### src/rtl/aes_stream_packer_if.sv
// Byte-in / AES-core / byte-out signal bundle for aes_stream_packer.
// master = packer side, slave = environment (source, core, sink).
interface aes_stream_packer_if #(
    parameter int CNT_W = 16
);
    logic [127:0]     key_in;
    logic             key_load;
    logic [7:0]       in_byte;
    logic             in_valid;
    logic             in_last;
    logic             in_ready;
    logic [127:0]     aes_plaintext;
    logic [127:0]     aes_key;
    logic             aes_start;
    logic             aes_ready;
    logic [127:0]     aes_cipher;
    logic [7:0]       out_byte;
    logic             out_valid;
    logic             out_last;
    logic             out_ready;
    logic [CNT_W-1:0] block_count;
    logic             error;

    modport master (
        input  key_in, key_load, in_byte, in_valid, in_last,
               aes_ready, aes_cipher, out_ready,
        output in_ready, aes_plaintext, aes_key, aes_start,
               out_byte, out_valid, out_last, block_count, error
    );

    modport slave (
        output key_in, key_load, in_byte, in_valid, in_last,
               aes_ready, aes_cipher, out_ready,
        input  in_ready, aes_plaintext, aes_key, aes_start,
               out_byte, out_valid, out_last, block_count, error
    );
endinterface

### src/rtl/aes_stream_packer.sv
// Packs bytes into PKCS#7-padded 128-bit blocks, runs the AES core, serialises cipher bytes (CBC via AES_STREAM_CBC_EN).
// Latency: full block -> aes_start next cycle, partial block +1 cycle for padding; first out byte the cycle after aes_ready.
// Backpressure: in_ready only while filling; out_ready=0 holds the drain and stalls the whole stream.
module aes_stream_packer #(
    parameter int WAIT_LIMIT = 31,
    parameter int CNT_W      = 16
) (
    input  logic                clk,
    input  logic                reset,
    aes_stream_packer_if.master bus
);

    localparam int TMR_W = $clog2(WAIT_LIMIT + 1);

    typedef enum logic [2:0] {FILL, PAD, START, WAIT, DRAIN} state_t;

    state_t           state_q, state_d;
    logic [3:0]       n_q;
    logic [3:0]       oidx_q;
    logic [TMR_W-1:0] tmr_q;
    logic [127:0]     blk_q;
    logic [127:0]     obuf_q;
    logic [127:0]     key_q;
    logic [CNT_W-1:0] blk_cnt_q;
    logic             pad_pending_q;
    logic             msg_end_q;
    logic             alive_q;
    logic             error_q;

    logic             in_fire;
    logic             out_fire;
    logic             key_ok;
    logic             capture;
    logic             timeout;
    logic [7:0]       pad_val;

    assign in_fire  = (state_q == FILL) && alive_q && bus.in_valid;
    assign out_fire = (state_q == DRAIN) && bus.out_ready;
    assign key_ok   = (state_q == FILL) && (n_q == 4'd0) && bus.key_load;
    assign capture  = (state_q == WAIT) && bus.aes_ready;
    assign timeout  = (state_q == WAIT) && !bus.aes_ready
                      && (tmr_q == TMR_W'(WAIT_LIMIT - 1));
    assign pad_val  = 8'd16 - {4'd0, n_q};

    always_ff @(posedge clk or negedge reset) begin
        if (!reset) state_q <= FILL;
        else        state_q <= state_d;
    end

    always_comb begin
        state_d = state_q;
        case (state_q)
            FILL: begin
                if (in_fire) begin
                    if (n_q == 4'd15)     state_d = START;
                    else if (bus.in_last) state_d = PAD;
                end
            end
            PAD:   state_d = START;
            START: state_d = WAIT;
            WAIT: begin
                if (capture)      state_d = DRAIN;
                else if (timeout) state_d = FILL;
            end
            DRAIN: begin
                if (out_fire && (oidx_q == 4'd15))
                    state_d = pad_pending_q ? START : FILL;
            end
            default: state_d = FILL;
        endcase
    end

    always_comb begin
        bus.in_ready  = (state_q == FILL) && alive_q;
        bus.aes_start = (state_q == START);
        bus.out_valid = (state_q == DRAIN);
        bus.out_last  = (state_q == DRAIN) && msg_end_q && (oidx_q == 4'd15);
    end

    assign bus.aes_key     = key_q;
    assign bus.out_byte    = obuf_q[{~oidx_q, 3'b000} +: 8];
    assign bus.block_count = blk_cnt_q;
    assign bus.error       = error_q;

    always_ff @(posedge clk or negedge reset) begin
        if (!reset) begin
            n_q           <= '0;
            oidx_q        <= '0;
            tmr_q         <= '0;
            blk_q         <= '0;
            obuf_q        <= '0;
            key_q         <= '0;
            blk_cnt_q     <= '0;
            pad_pending_q <= 1'b0;
            msg_end_q     <= 1'b0;
            alive_q       <= 1'b0;
            error_q       <= 1'b0;
        end else begin
            alive_q <= 1'b1;
            if (key_ok) key_q <= bus.key_in;
            case (state_q)
                FILL: begin
                    if (in_fire) begin
                        // n wraps to 0 on the 16th byte, ready for the next block
                        blk_q[{~n_q, 3'b000} +: 8] <= bus.in_byte;
                        n_q           <= n_q + 4'd1;
                        msg_end_q     <= bus.in_last && (n_q != 4'd15);
                        pad_pending_q <= bus.in_last && (n_q == 4'd15);
                    end
                end
                PAD: begin
                    for (int i = 0; i < 16; i++) begin
                        if (i >= int'(n_q)) blk_q[8*(15-i) +: 8] <= pad_val;
                    end
                    n_q <= '0;
                end
                START: tmr_q <= TMR_W'(1);
                WAIT: begin
                    if (capture) begin
                        obuf_q    <= bus.aes_cipher;
                        blk_cnt_q <= blk_cnt_q + 1'b1;
                        oidx_q    <= '0;
                    end else if (timeout) begin
                        error_q       <= 1'b1;
                        n_q           <= '0;
                        pad_pending_q <= 1'b0;
                        msg_end_q     <= 1'b0;
                    end else begin
                        tmr_q <= tmr_q + TMR_W'(1);
                    end
                end
                DRAIN: begin
                    if (out_fire) begin
                        oidx_q <= oidx_q + 4'd1;
                        if ((oidx_q == 4'd15) && pad_pending_q) begin
                            blk_q         <= {16{8'h10}};
                            pad_pending_q <= 1'b0;
                            msg_end_q     <= 1'b1;
                        end
                    end
                end
                default: ;
            endcase
        end
    end

`ifdef AES_STREAM_CBC_EN
    logic [127:0] iv_q;
    logic [127:0] chain_q;

    always_ff @(posedge clk or negedge reset) begin
        if (!reset) begin
            iv_q    <= '0;
            chain_q <= '0;
        end else if (key_ok) begin
            iv_q    <= bus.key_in ^ 128'h1;
            chain_q <= bus.key_in ^ 128'h1;
        end else if (capture) begin
            chain_q <= bus.aes_cipher;
        end else if (out_fire && (oidx_q == 4'd15) && msg_end_q) begin
            // message finished: next message starts a fresh chain
            chain_q <= iv_q;
        end
    end

    assign bus.aes_plaintext = blk_q ^ chain_q;
`else
    assign bus.aes_plaintext = blk_q;
`endif

endmodule
### src/flat_wrapper.sv
// flat-port wrapper written by rule: the top's interface ports become plain ports
module aes_stream_packer_flat 
#(
    parameter int WAIT_LIMIT = 31,
    parameter int CNT_W      = 16
)
  (clk, reset, bus_key_in, bus_key_load, bus_in_byte, bus_in_valid, bus_in_last, bus_aes_ready, bus_aes_cipher, bus_out_ready, bus_in_ready, bus_aes_plaintext, bus_aes_key, bus_aes_start, bus_out_byte, bus_out_valid, bus_out_last, bus_block_count, bus_error);
  aes_stream_packer_if #(.CNT_W(CNT_W)) bus_i ();
  input  logic clk;
  input  logic reset;
  input wire logic [$bits(bus_i.key_in)-1:0] bus_key_in;
  input wire logic [$bits(bus_i.key_load)-1:0] bus_key_load;
  input wire logic [$bits(bus_i.in_byte)-1:0] bus_in_byte;
  input wire logic [$bits(bus_i.in_valid)-1:0] bus_in_valid;
  input wire logic [$bits(bus_i.in_last)-1:0] bus_in_last;
  input wire logic [$bits(bus_i.aes_ready)-1:0] bus_aes_ready;
  input wire logic [$bits(bus_i.aes_cipher)-1:0] bus_aes_cipher;
  input wire logic [$bits(bus_i.out_ready)-1:0] bus_out_ready;
  output wire logic [$bits(bus_i.in_ready)-1:0] bus_in_ready;
  output wire logic [$bits(bus_i.aes_plaintext)-1:0] bus_aes_plaintext;
  output wire logic [$bits(bus_i.aes_key)-1:0] bus_aes_key;
  output wire logic [$bits(bus_i.aes_start)-1:0] bus_aes_start;
  output wire logic [$bits(bus_i.out_byte)-1:0] bus_out_byte;
  output wire logic [$bits(bus_i.out_valid)-1:0] bus_out_valid;
  output wire logic [$bits(bus_i.out_last)-1:0] bus_out_last;
  output wire logic [$bits(bus_i.block_count)-1:0] bus_block_count;
  output wire logic [$bits(bus_i.error)-1:0] bus_error;
  assign bus_i.key_in = bus_key_in;
  assign bus_i.key_load = bus_key_load;
  assign bus_i.in_byte = bus_in_byte;
  assign bus_i.in_valid = bus_in_valid;
  assign bus_i.in_last = bus_in_last;
  assign bus_i.aes_ready = bus_aes_ready;
  assign bus_i.aes_cipher = bus_aes_cipher;
  assign bus_i.out_ready = bus_out_ready;
  assign bus_in_ready = bus_i.in_ready;
  assign bus_aes_plaintext = bus_i.aes_plaintext;
  assign bus_aes_key = bus_i.aes_key;
  assign bus_aes_start = bus_i.aes_start;
  assign bus_out_byte = bus_i.out_byte;
  assign bus_out_valid = bus_i.out_valid;
  assign bus_out_last = bus_i.out_last;
  assign bus_block_count = bus_i.block_count;
  assign bus_error = bus_i.error;
  aes_stream_packer #(.WAIT_LIMIT(WAIT_LIMIT), .CNT_W(CNT_W)) u_core (.clk(clk), .reset(reset), .bus(bus_i));
endmodule
### config.mk
export PLATFORM = sky130hd
export DESIGN_NAME = aes_stream_packer_flat
export DESIGN_NICKNAME = d
export VERILOG_FILES = /design/src/rtl/aes_stream_packer_if.sv /design/src/rtl/aes_stream_packer.sv /design/src/flat_wrapper.sv
export SDC_FILE = /design/constraint.sdc
export NUM_CORES = 1
export LEC_CHECK = 0
export ABC_AREA = 0
export CORE_MARGIN = 3
export CORE_UTILIZATION = 30
export DETAILED_ROUTE_END_ITERATION = 7
export DONT_BUFFER_PORTS = 1
export PLACE_DENSITY_LB_ADDON = 0.3
export SETUP_SLACK_MARGIN = 0.4
export SLEW_MARGIN = 10
export SYNTH_ARGS = -nofsm -noshare
export SYNTH_HDL_FRONTEND = slang
export SYNTH_SLANG_ARGS = --single-unit
### constraint.sdc
create_clock -name clk -period 2.15 [get_ports clk]
set_input_delay 0.1075 -clock clk [delete_from_list [all_inputs] [get_ports clk]]
set_output_delay 0.1075 -clock clk [all_outputs]
set_load 0.02 [all_outputs]
=== Word-level counts from Yosys, hierarchy flattened ===
Cells that the tools add are included.

* $add $sub $neg: 6
* $lt $le $gt $ge: 15
* Equality and inequality tests: 33
* Shifts and indexed selects: 3
* Muxes and demuxes: 48
* Bitwise gates (word level): 3
* Reductions and logical operators: 45

{| class="wikitable"
|+ Operators by type and width
! operator !! number
|-
| $mux W128 || 3
|-
| $pmux W128 S3 || 1
|-
| $bwmux W128 || 1
|-
| $shift A8 B9 Y128 const A || 1
|-
| $shiftx A128 B8 Y8 || 1
|-
| $shiftx A8 B9 Y128 || 1
|-
| $mux W8 || 15
|-
| $reduce_and A5 Y1 || 15
|-
| $ne A2 B1 Y1 const B || 21
|-
| $ge A4 B4 Y1 const A || 7
|-
| $mux W4 || 5
|-
| $mux W3 || 6
|-
| $add A16 B1 Y16 const B || 1
|-
| $ge A3 B4 Y1 const A || 4
|-
| $pmux W3 S5 || 1
|-
| $logic_and A1 B1 Y1 || 14
|-
| $pmux W4 S3 || 1
|-
| $reduce_and A4 Y1 || 3
|-
| $mux W5 || 2
|-
| $pmux W5 S2 || 1
|-
| $neg A7 Y9 || 1
|-
| $reduce_and A3 Y1 || 3
|-
| $reduce_bool A3 Y1 || 3
|-
| $add A4 B1 Y4 const B || 2
|-
| other kinds (25) || 40
|}

* Register bits: 420
* Input port bits: 271
* Output and inout port bits: 285
* Word-level logic and storage cells: 180

=== Longest topological paths before layout ===
* Depth in word-level cells: 6
* Depth in mapped cells: 9
* Mapped depth without buffers: 7

=== Worst setup path before layout ===
Ideal clock, no wire load.

* Kind: reg-to-reg
* Start point: register u_core.n_q[1]
* End point: register u_core.blk_q[53] (netlist: u_core.bus.aes_plaintext[53])
* Library setup time: 149 ps
* Data arrival time: 2186 ps
* Required time: 2001 ps
* Setup slack: -185 ps
* Cell stages (with the launch flop): 9
* Buffers on the path: 2
* Period minus slack after synthesis: 2335 ps
* Cell sequence: dfrtp_1 -> buf_2 -> inv_1 -> ha_1 -> clkbuf_1 -> nand2_1 -> a21o_2 -> a21oi_1 -> o22ai_1

* Word-level cells in the longest chain between the ends: 6
* Elaborated cells between the ends (all ways): 12
* Classes of those cells: add/sub: 2; order compare: 1; eq/ne: 1; shift: 2; mux: 4; bitwise: 1; reduce/logical: 1

{| class="wikitable"
|+ RTL lines
! element !! line !! text
|-
| start: declaration || aes_stream_packer.sv:18 || <nowiki>logic [3:0] n_q;</nowiki>
|-
| start signal: assignment || aes_stream_packer.sv:106 || <nowiki>n_q <= n_q + 4'd1;</nowiki>
|-
| $not A4 Y4 || aes_stream_packer.sv:105 || <nowiki>blk_q[{~n_q, 3'b000} +: 8] <= bus.in_byte;</nowiki>
|-
| $neg A7 Y9 || aes_stream_packer.sv:105 ||
|-
| $shiftx A8 B9 Y128 / $shift A8 B9 Y128 (equally long branches) || aes_stream_packer.sv:105 ||
|-
| $bwmux W128 || aes_stream_packer.sv:105 ||
|-
| $mux W128 || aes_stream_packer.sv:103 || <nowiki>if (in_fire) begin</nowiki>
|-
| $pmux W128 S3 || aes_stream_packer.sv:101 || <nowiki>case (state_q)</nowiki>
|-
| end signal: indexed assignment || aes_stream_packer.sv:105 ||
|-
| end signal: assignment || aes_stream_packer.sv:136 || <nowiki>blk_q <= {16{8'h10}};</nowiki>
|-
| end: declaration || aes_stream_packer.sv:21 || <nowiki>logic [127:0] blk_q;</nowiki>
|}

Several ways; a longest one is shown, not always the timed one. The select of a mux whose other input is x is not followed.
A chain may end at the register's enable or synchronous reset.

=== Worst setup path in the final report ===
* Start point: register u_core.oidx_q[0]
* End point: output port bus_out_byte[5]

* Word-level cells in the longest chain between the ends: 2

{| class="wikitable"
|+ RTL lines
! element !! line !! text
|-
| start: declaration || aes_stream_packer.sv:19 || <nowiki>logic [3:0] oidx_q;</nowiki>
|-
| start signal: assignment || aes_stream_packer.sv:134 || <nowiki>oidx_q <= oidx_q + 4'd1;</nowiki>
|-
| $not A4 Y4 || aes_stream_packer.sv:81 || <nowiki>assign bus.out_byte = obuf_q[{~oidx_q, 3'b000} +: 8];</nowiki>
|-
| $shiftx A128 B8 Y8 || aes_stream_packer.sv:81 ||
|-
| end: declaration || flat_wrapper.sv:23 || <nowiki>output wire logic [$bits(bus_i.out_byte)-1:0] bus_out_byte;</nowiki>
|}

No other way between the ends.

==> impl_metrics.csv <==
group,metric,value,unit
run_status,status,"finished, violations left",
run_status,violations,"hold timing, slew limit, setup timing",
worst_setup_path,cp.arrival,2.45,ns
pwr,combPwrFrac,41.2,%
pwr,power.switching,0.0165,W
detailed_routing,vias_per_cell,5.16,
logic_synthesis,yosysUniqueCellTypes,83,
timing,worst_pin_slew,2.83,ns
detailed_routing,drt_first_pass_iters,5,
pwr,seqPwrFrac,38.1,%
worst_setup_path,end_kind,"output port",
timing,fmax,390,MHz
pwr,p_leak,12.1,nW
placed_design,dp_cells,2202,
floorplanning,io_pins,556,
timing,hold_ws,-0.758,ns
flow_run,drv_cap,0,
timing,drv_slew,277,
detailed_routing,detail_route.wl_per_cell,25.2,µm
floorplanning,dieArea,65000,µm²
worst_setup_path,ff2ff_path_depth,9,
cells_and_area,drive_above_1_share,43.0,%
worst_setup_path,reg2reg_slack,-0.02,ns
timing,final.setup.worst_slack,-0.412,ns
floorplanning,num_rows,90,
cells_and_area,multiInputGateArea,8660,µm²
pwr,ir_drop,0.000842,V
detailed_routing,first_iter_violations,757,
logic_synthesis,synth_largest_area_cell,"dfrtp_1",
global_routing,grt.total_usage,19.4,%
global_routing,grt_pass1_vias,15000,
logic_synthesis,synthArstFlopShare,100,%
cells_and_area,seq_area,10500,µm²
cells_and_area,num-fill-cells,5276,
timing,rsz0062_at_grt,"yes",
floorplanning,start_util,30.6,%
worst_setup_path,cp.required,2.04,ns
cells_and_area,post-route-util,46.3,%
pwr,switching_share,37.9,%
placed_design,io_buffers,0,
global_routing,grt_pass1_wl,95800,µm
cells_and_area,syn_to_final_growth,51.3,%
logic_synthesis,synthesis.instances,1384,
logic_synthesis,synthTopCellsByCount,"dfrtp_1, mux2_2, inv_1",
clock_network,clk_pin_slew_worst_paths,0.06,ns
logic_synthesis,synth_edf_count,0,
timing,period_share,119,%
pwr,power.density,1550,nW/µm²
placed_design,dp_hpwl,43500,µm
worst_setup_path,worst-path-max-fanout,8,
logic_synthesis,synth_top_area_share,56.5,%
placed_design,gp_congestion,0.882,
cells_and_area,fin_cells,2711,
clock_network,cts_tree,"yes",
clock_network,cts_max_level,2,
timing,hold_violations,420,
logic_synthesis,synth_area_leaders,"dfrtp_1, mux2_2, mux4_2",
worst_setup_path,start_kind,"flop",
logic_synthesis,synth-seq-cells,420,
timing,fin_crit,2.56,ns
clock_network,holdBufCountCts,268,
worst_hold_path,hold_path_class,"in -> async",
worst_setup_path,r2r_end,"u_core.bus.aes_plaintext[109]",
floorplanning,core-area,60800,µm²
logic_synthesis,syn-num-nets,1664,
detailed_routing,ant_nets,0,
global_routing,overflow,0,
clock_network,clk_path_buf_depth,3,
logic_synthesis,synth_top_flop_cell,"dfrtp_1",
clock_network,clkLatencyLatePin,0.60,ns
pwr,fin_total_pwr,0.0435,W
placed_design,dp_slack,-0.0529,ns
global_routing,antenna_found_initial,8,
timing,skew,0.0255,ns
logic_synthesis,syn_area,18600,µm²
detailed_routing,drt-total-wl,68200,µm
clock_network,numCtsBuffers,49,
logic_synthesis,synth_area_per_cell,13.4,µm²
worst_setup_path,r2r-start,"u_core.oidx_q[0]",
logic_synthesis,synth_most_common_cell,"dfrtp_1",
detailed_routing,vias,14000,
clock_network,cts_sinks,420,
timing,slew_headroom,-89.0,%
pwr,power.share.clock,20.6,%
detailed_routing,post-route-drc-count,0,
pwr,internal-power,0.0270,W
cells_and_area,nets,2159,
clock_network,clk_root_buffer_cell,"clkbuf_16",
logic_synthesis,yosysWarnings,0,
floorplanning,fp.dieW,255,µm
logic_synthesis,seq_area_frac_synth,56.5,%
timing,setup_violations,16,
worst_setup_path,setup.worst_path.class,"reg -> out",
floorplanning,dieHeight,255,µm
global_routing,grt_max_degree,421,
[power groups by stage]
stage | clock network (W) | logic [W] | registers, W
finish | 0.00897 | 0.0179 | 0.0166
floorplan | 0 | 0.00905 | 0.0152
global route | 0.00947 | 0.0190 | 0.0169
detailed placement | 0 | 0.0121 | 0.0165
CTS | 0.00915 | 0.0160 | 0.0165
global placement | 0 | 0.0118 | 0.0165
[what timing repair did]
item                       in CTS  in global routing
setup buffers                  62                 40
gates cloned                   19                 19
setup endpoints to repair     408                413
hold endpoints to repair      805                420
pin swaps                      79                 45
gates resized for setup       212                199
[cells in the final DEF (no fill, tap or decap), types with 9 or more instances in the layout]
cell / instances
xor2_1: 11
dfrtp_1: 410
dlygate4sd3_1: 268
nand2_1: 39
o32a_1: 18
mux2_4: 105
nor2_2: 13
a21oi_1: 25
clkbuf_16: 61
mux2i_1: 35
a21oi_4: 9
buf_8: 13
nand2_2: 10
a2bb2oi_2: 18
buf_12: 27
xnor2_1: 10
o21a_1: 14
mux4_2: 40
dfrtp_2: 10
clkbuf_1: 10
o21ai_1: 19
o22ai_1: 23
a21oi_2: 16
nand4_1: 11
diode_2: 10
inv_1: 72
o21ai_0: 14
clkinv_2: 9
buf_4: 126
buf_6: 52
buf_16: 23
a31oi_1: 17
nor2_1: 37
mux2_2: 157
[metal layers]
metal / vias up / track usage (%) / share of wire (%)
met5: - / 0 / 0.013
met4: 2 / 6.87 / 3.2
met3: 134 / 5.37 / 7.7
met2: 576 / 34.8 / 52
met1: 7230 / 22.0 / 37
li1: 6040 / - / -
[worst max-delay path, cell delays in order, from the launching register on]
cell and delay [ns]:
dfrtp_2 0.38, buf_12 0.14, buf_16 0.16, mux4_2 0.57
mux4_2 0.59
[stage by stage]
| step | area, µm² | TNS [ns] |
|---|---|---|
| 5_1_grt | 28100 | -5.38 |
| 2_1_floorplan | 18800 | 0 |
| 3_3_place_gp | 20400 | -0.0552 |
| 3_5_place_dp | 20400 | -0.382 |
| 6_report | 28100 | -3.28 |
| 4_1_cts | 26600 | -3.67 |
[layout make-up]
class / instances / area share (%)
multi-input combinational: 810 / 30.8
clock buffer: 67 / 4.88
inverter: 74 / 1.03
clock inverter: 24 / 1.28
antenna: 10 / 0.0889
timing repair buffer: 524 / 21.1
tap: 782 / 3.48
sequential: 420 / 37.4
[how the worst max path moves through the flow]
stage	startpoint	endpoint	depth (start not counted)
floorplan	u_core.n_q[1]	flop	6
global placement	u_core.n_q[0]	u_core.bus.aes_plaintext[62]	6
detailed placement	u_core.n_q[0]	u_core.bus.aes_plaintext[62]	6
CTS	u_core.oidx_q[0]	bus_out_byte[5]	4
global route	u_core.oidx_q[0]	bus_out_byte[1]	4
finish	u_core.oidx_q[0]	bus_out_byte[5]	4
[cell families (layout without fill, tap and decap cells)]
| kind of cell | count (synthesis) | in the layout | synth area share, % |
|---|---|---|---|
| other | 1 | 11 | 0.0202 |
| multiplexers | 337 | 337 | 22.6 |
| flip-flops | 420 | 420 | 56.5 |
| buffers and inverters | 154 | 689 | 4.19 |
| XOR/XNOR | 25 | 25 | 1.18 |
| AO/OA/AOI/OAI | 240 | 240 | 9.37 |
| adder cells (fa/ha/maj) | 9 | 9 | 0.606 |
| AND/OR/NAND/NOR | 198 | 198 | 5.47 |
(Power assumes the default switching activity.)
